==> config.mk <==
export PLATFORM = sky130hd
export DESIGN_NAME = regfile_scan_ctrl
export DESIGN_NICKNAME = d
export VERILOG_FILES = /design/src/rtl/regfile_scan_ctrl.sv
export SDC_FILE = /design/constraint.sdc
export NUM_CORES = 1
export LEC_CHECK = 0
export CAP_MARGIN = 20
export CORE_ASPECT_RATIO = 1.25
export CORE_MARGIN = 3
export CORE_UTILIZATION = 40
export DETAILED_ROUTE_END_ITERATION = 10
export GPL_ROUTABILITY_DRIVEN = 0
export PLACE_DENSITY = 0.85
export SETUP_SLACK_MARGIN = 0.1
export SYNTH_ARGS = -nofsm -noshare
export SYNTH_HDL_FRONTEND = slang
export SYNTH_SLANG_ARGS = --single-unit
==> constraint.sdc <==
create_clock -name clk -period 2.3 [get_ports clk]
set_input_delay 0.23 -clock clk [delete_from_list [all_inputs] [get_ports clk]]
set_output_delay 0.23 -clock clk [all_outputs]
set_load 0.1 [all_outputs]
==> src/rtl/regfile_scan_ctrl.sv <==
// One-bit scan controller giving serial read/write access to a register file.
// Debug writes share the core write port and only land in cycles where the core is idle.
module regfile_scan_ctrl #(
    parameter int unsigned SIZE  = 16,
    parameter int unsigned WIDTH = 32,
    localparam int unsigned ADDR_W = $clog2(SIZE),
    localparam int unsigned CNT_W  = $clog2(WIDTH) + 1
) (
    input  logic              clk,
    input  logic              rst,
    input  logic              sEnable,
    input  logic              sIn,
    output logic              sOut,
    output logic              sDone,
    output logic              busy,
    output logic              stallReq,
    input  logic              coreWe,
    input  logic [ADDR_W-1:0] coreWAddr,
    input  logic [WIDTH-1:0]  coreWData,
    output logic              rfWe,
    output logic [ADDR_W-1:0] rfWAddr,
    output logic [WIDTH-1:0]  rfWData,
    output logic [ADDR_W-1:0] rfRAddr,
    input  logic [WIDTH-1:0]  rfRData
);

    typedef enum logic [2:0] {
        StIdle,
        StAddr,
        StDataIn,
        StWrite,
        StRead,
        StDataOut
    } state_e;

    state_e             state_q, state_d;
    logic               op_q, op_d;
    logic [ADDR_W-1:0]  addr_q, addr_d;
    logic [WIDTH-1:0]   sh_q, sh_d;
    logic [CNT_W-1:0]   cnt_q, cnt_d;
    logic               done_q, done_d;
    logic               dbg_we;

    always_ff @(posedge clk or negedge rst) begin
        if (!rst) begin
            state_q <= StIdle;
            op_q    <= 1'b0;
            addr_q  <= '0;
            sh_q    <= '0;
            cnt_q   <= '0;
            done_q  <= 1'b0;
        end else begin
            state_q <= state_d;
            op_q    <= op_d;
            addr_q  <= addr_d;
            sh_q    <= sh_d;
            cnt_q   <= cnt_d;
            done_q  <= done_d;
        end
    end

    always_comb begin
        state_d  = state_q;
        op_d     = op_q;
        addr_d   = addr_q;
        sh_d     = sh_q;
        cnt_d    = cnt_q;
        done_d   = 1'b0;
        dbg_we   = 1'b0;
        stallReq = 1'b0;
        unique case (state_q)
            StIdle: begin
                if (sEnable) begin
                    op_d    = sIn;
                    cnt_d   = '0;
                    state_d = StAddr;
                end
            end
            StAddr: begin
                if (sEnable) begin
                    addr_d = {sIn, addr_q[ADDR_W-1:1]};
                    if (cnt_q == CNT_W'(ADDR_W - 1)) begin
                        cnt_d   = '0;
                        state_d = op_q ? StDataIn : StRead;
                    end else begin
                        cnt_d = cnt_q + 1'b1;
                    end
                end
            end
            StDataIn: begin
                if (sEnable) begin
                    sh_d = {sIn, sh_q[WIDTH-1:1]};
                    if (cnt_q == CNT_W'(WIDTH - 1)) begin
                        cnt_d   = '0;
                        state_d = StWrite;
                    end else begin
                        cnt_d = cnt_q + 1'b1;
                    end
                end
            end
            StWrite: begin
                // The core owns the port whenever it writes; wait here as long as needed.
                stallReq = 1'b1;
                if (!coreWe) begin
                    dbg_we  = 1'b1;
                    done_d  = 1'b1;
                    state_d = StIdle;
                end
            end
            StRead: begin
                sh_d    = rfRData;
                cnt_d   = '0;
                state_d = StDataOut;
            end
            StDataOut: begin
                if (sEnable) begin
                    sh_d = sh_q >> 1;
                    if (cnt_q == CNT_W'(WIDTH - 1)) begin
                        cnt_d   = '0;
                        done_d  = 1'b1;
                        state_d = StIdle;
                    end else begin
                        cnt_d = cnt_q + 1'b1;
                    end
                end
            end
            default: state_d = StIdle;
        endcase
    end

    assign sOut    = (state_q == StDataOut) & sh_q[0];
    assign sDone   = done_q;
    assign busy    = (state_q != StIdle);
    assign rfRAddr = addr_q;

    assign rfWe    = coreWe | dbg_we;
    assign rfWAddr = coreWe ? coreWAddr : addr_q;
    assign rfWData = coreWe ? coreWData : sh_q;

endmodule

==> metrics.md <==
| Metric | Value |
|---|---|
| Routed WL | 7620 microns |
| First-pass GRT wire length | about 12000 microns |
| Critical Path Fanout Max | 6 |
| Peak VDD IR | 0.924 mV |
| Leading area contributor after synthesis | dfrtp_1 |
| RSZ-0062 raised after global routing | no |
| Crit-path leading delay family | simple AND/OR/NAND/NOR gates |
| Drt initial violations | 99 |
| Synthesized net count | 344 |
| DR vias | 2462 |
| Synth area leaders | dfrtp_1, mux2_2, mux2i_1 |
| Row cnt | 33 |
| Post-CTS setup buffers | 0 |
| ANT cells | 0 |
| Worst path cell trace | ha_1 -> nand2b_4 -> or4_4 -> a31oi_4 -> nand2_2 -> mux2_4 |
| Final Setup Violations | 0 |
| Clk_lat worst skew | approximately 0.30 ns |
| Slew headroom | 53.7% |
| Final min period | between 1.5 and 2 ns |
| Finished Layout Cells | 472 |
| Setup TNS | 0 ns |
| Crit-path slowest cell | or4_4 |
| H-tree depth | 2 |
| Final Hold Viols | 0 |
| Drt first pass iters | 4 |
| Seq/Total Area, Yosys | 42.8% |
| Max-slew violations | 0 |
| Slew @ Worst Pin | 0.694 ns |
| Asr flop ratio synth | 100% |
| WP data arrival | 2.18 ns |
| Flops & latches, synth | 47 |
| Setup crit end kind | flop |
| Port Buf Inserts | 117 |
| Gr usage total | 19.7% |
| EDFF count, synth | 0 |
| Full die area | 7900 sq um |
| CP Class | flop to flop |
| Layout cells sized above 1 | a little under 30% |
| Hold slack | 0.323 ns |
| Primary FF master, synth | dfrtp_1 |
| Reg clk slew, reported paths | 0.09 ns |
| Outcome | finished clean |
| Fin crit share | 86.7% |
| Pin count of the biggest net entering global routing | 65 |
| Worst R2R Path Depth | 6 |
| Clock Tree Root | clkbuf_8 |
| Total clock buffers created by CTS | 5 |
| Fill count | 519 |
| CTS tree | done |
| Fmax | roughly 0.50 GHz |
| Maxcap violations | 0 |
| Clock sink total | 47 |
| Post-layout utilization of the core | between 60% and 70% |
| Hold Crit Class | input pin to async pin |
| Register area | 1180 sq um |
| Dpl hpwl | 5930 microns |
| Post-CTS sizing | 0 |
| Core Area | 6610 sq um |
| CP Launch Type | flop |
| WL/cell | 16.1 microns |
| Cell count after synthesis | 270 |
| Yosys cell types | 35 |
| Die X | approximately 80 microns |
| Hold_buf cts | 1 |
| ANT nets after route | 0 |
| Initial Utilization | 41.6% |
| Cell area after synthesis | 2750 sq um |
| Chip height | 98.6 microns |
| Synth warn | 0 |
| GRT overflow | 0 |
| Area of the multi-input gates | 1510 sq um |
| Final Skew | 0.0111 ns |
| Via-per-instance ratio | 5.22 |
| Critical path's largest stage delay | roughly 0.44 ns |
| Synthesized area per cell | about 10 sq um |
| Clock Tree Buf Depth | 2 |
| Top Ports | 118 |
| Final nets | 458 |
| Top cell type's share of synthesized area | between 40% and 50% |
| Placed Cells incl. Taps | 463 |
| Pwr dens | 1320 nW/um^2 |
| Area growth syn-to-layout | 65.0% |
| WP buf/inv | 0 |
| Vias in the first global route | 2526 |
| P_leak | 1.95 nW |
| Critical path data required time | roughly 2.5 ns |
| Stages on worst setup path | 6 |
| Initial antenna violation count | 0 |
| Drt drc | 0 |
[layout by cell type (no fill, tap or decap), drive strengths merged, types with 3 or more instances in the layout]
cell / n
and3: 4
nand2: 40
buf: 53
a21oi: 3
nor2: 8
clkbuf: 5
o2bb2ai: 3
o22ai: 3
nand2b: 7
clkdlybuf4s50: 70
a31oi: 3
o21ai: 41
mux2i: 31
dfrtp: 47
mux2: 42
nor3: 3
[Yosys cell counts, drive strengths merged (3+ instances only)]
library cell  number
mux2              42
nand2             40
mux2i             31
a31oi              3
and3               4
o22ai              3
nor3               3
o21ai             41
a21oi              3
nand2b             7
o2bb2ai            3
nor2               8
buf                9
clkbuf             8
dfrtp             47
[kinds of logic after synthesis]
kind of cell    after synthesis  share of synthesized area [%]
flops                        47                           42.8
mux                          73                           28.7
fa+ha+maj                     1                          0.456
compound gates               58                           12.4
simple gates                 73                           12.9
buf+inv                      18                           2.69
[final cells by class]
type                            count  share of cell area (%)
Timing Repair Buffer              124                    36.2
Multi-Input combinational cell    205                    33.4
Sequential cell                    47                    26.0
Tap cell                           87                    2.40
Clock buffer                        5                    1.52
Clock inverter                      3                   0.414
Inverter                            1                  0.0829
[registers in the layout, indices dropped and copies added, names as in the netlist]
name     flops
cnt_q        6
op_q         1
rfRAddr      4
sDone        1
sh_q        32
state_q      3
[where the power goes]
group          leakage [nW]  internal [W]  switching [W]
sequential            0.591       0.00116       0.000306
clock                0.0483      0.000214       0.000282
combinational          1.31       0.00156        0.00245
total                  1.95       0.00293        0.00304
[through the flow]
step	cell area [sq um]	setup WS, ns	power [W]
floorplan	2750	0.413	0.00409
global placement	4430	0.421	0.00540
detailed placement	4430	0.334	0.00551
CTS	4530	0.311	0.00601
global route	4530	0.226	0.00627
finish	4530	0.307	0.00597
[layer usage]
metal | wire length (microns) | global-route usage (%) | part of all wire (%)
met1 | 2920 | 23.2 | 38
met4 | 65 | 5.07 | 0.85
met2 | 4270 | 36.0 | 56
met3 | 363 | 3.66 | 4.8
met5 | 0 | 0 | 0
[final timing paths]
check                      slack, ns      from         end
max                             0.31  cnt_q[0]  state_q[0]
min                             0.32       rst    cnt_q[5]
max reg2reg                     0.31  cnt_q[0]  state_q[0]
min reg2reg                     0.51  sh_q[23]    sh_q[23]
max in group asynchronous       1.43       rst    sh_q[26]
min in group clk                0.51  sh_q[23]    sh_q[23]
Power figures use the tool's default switching activity.
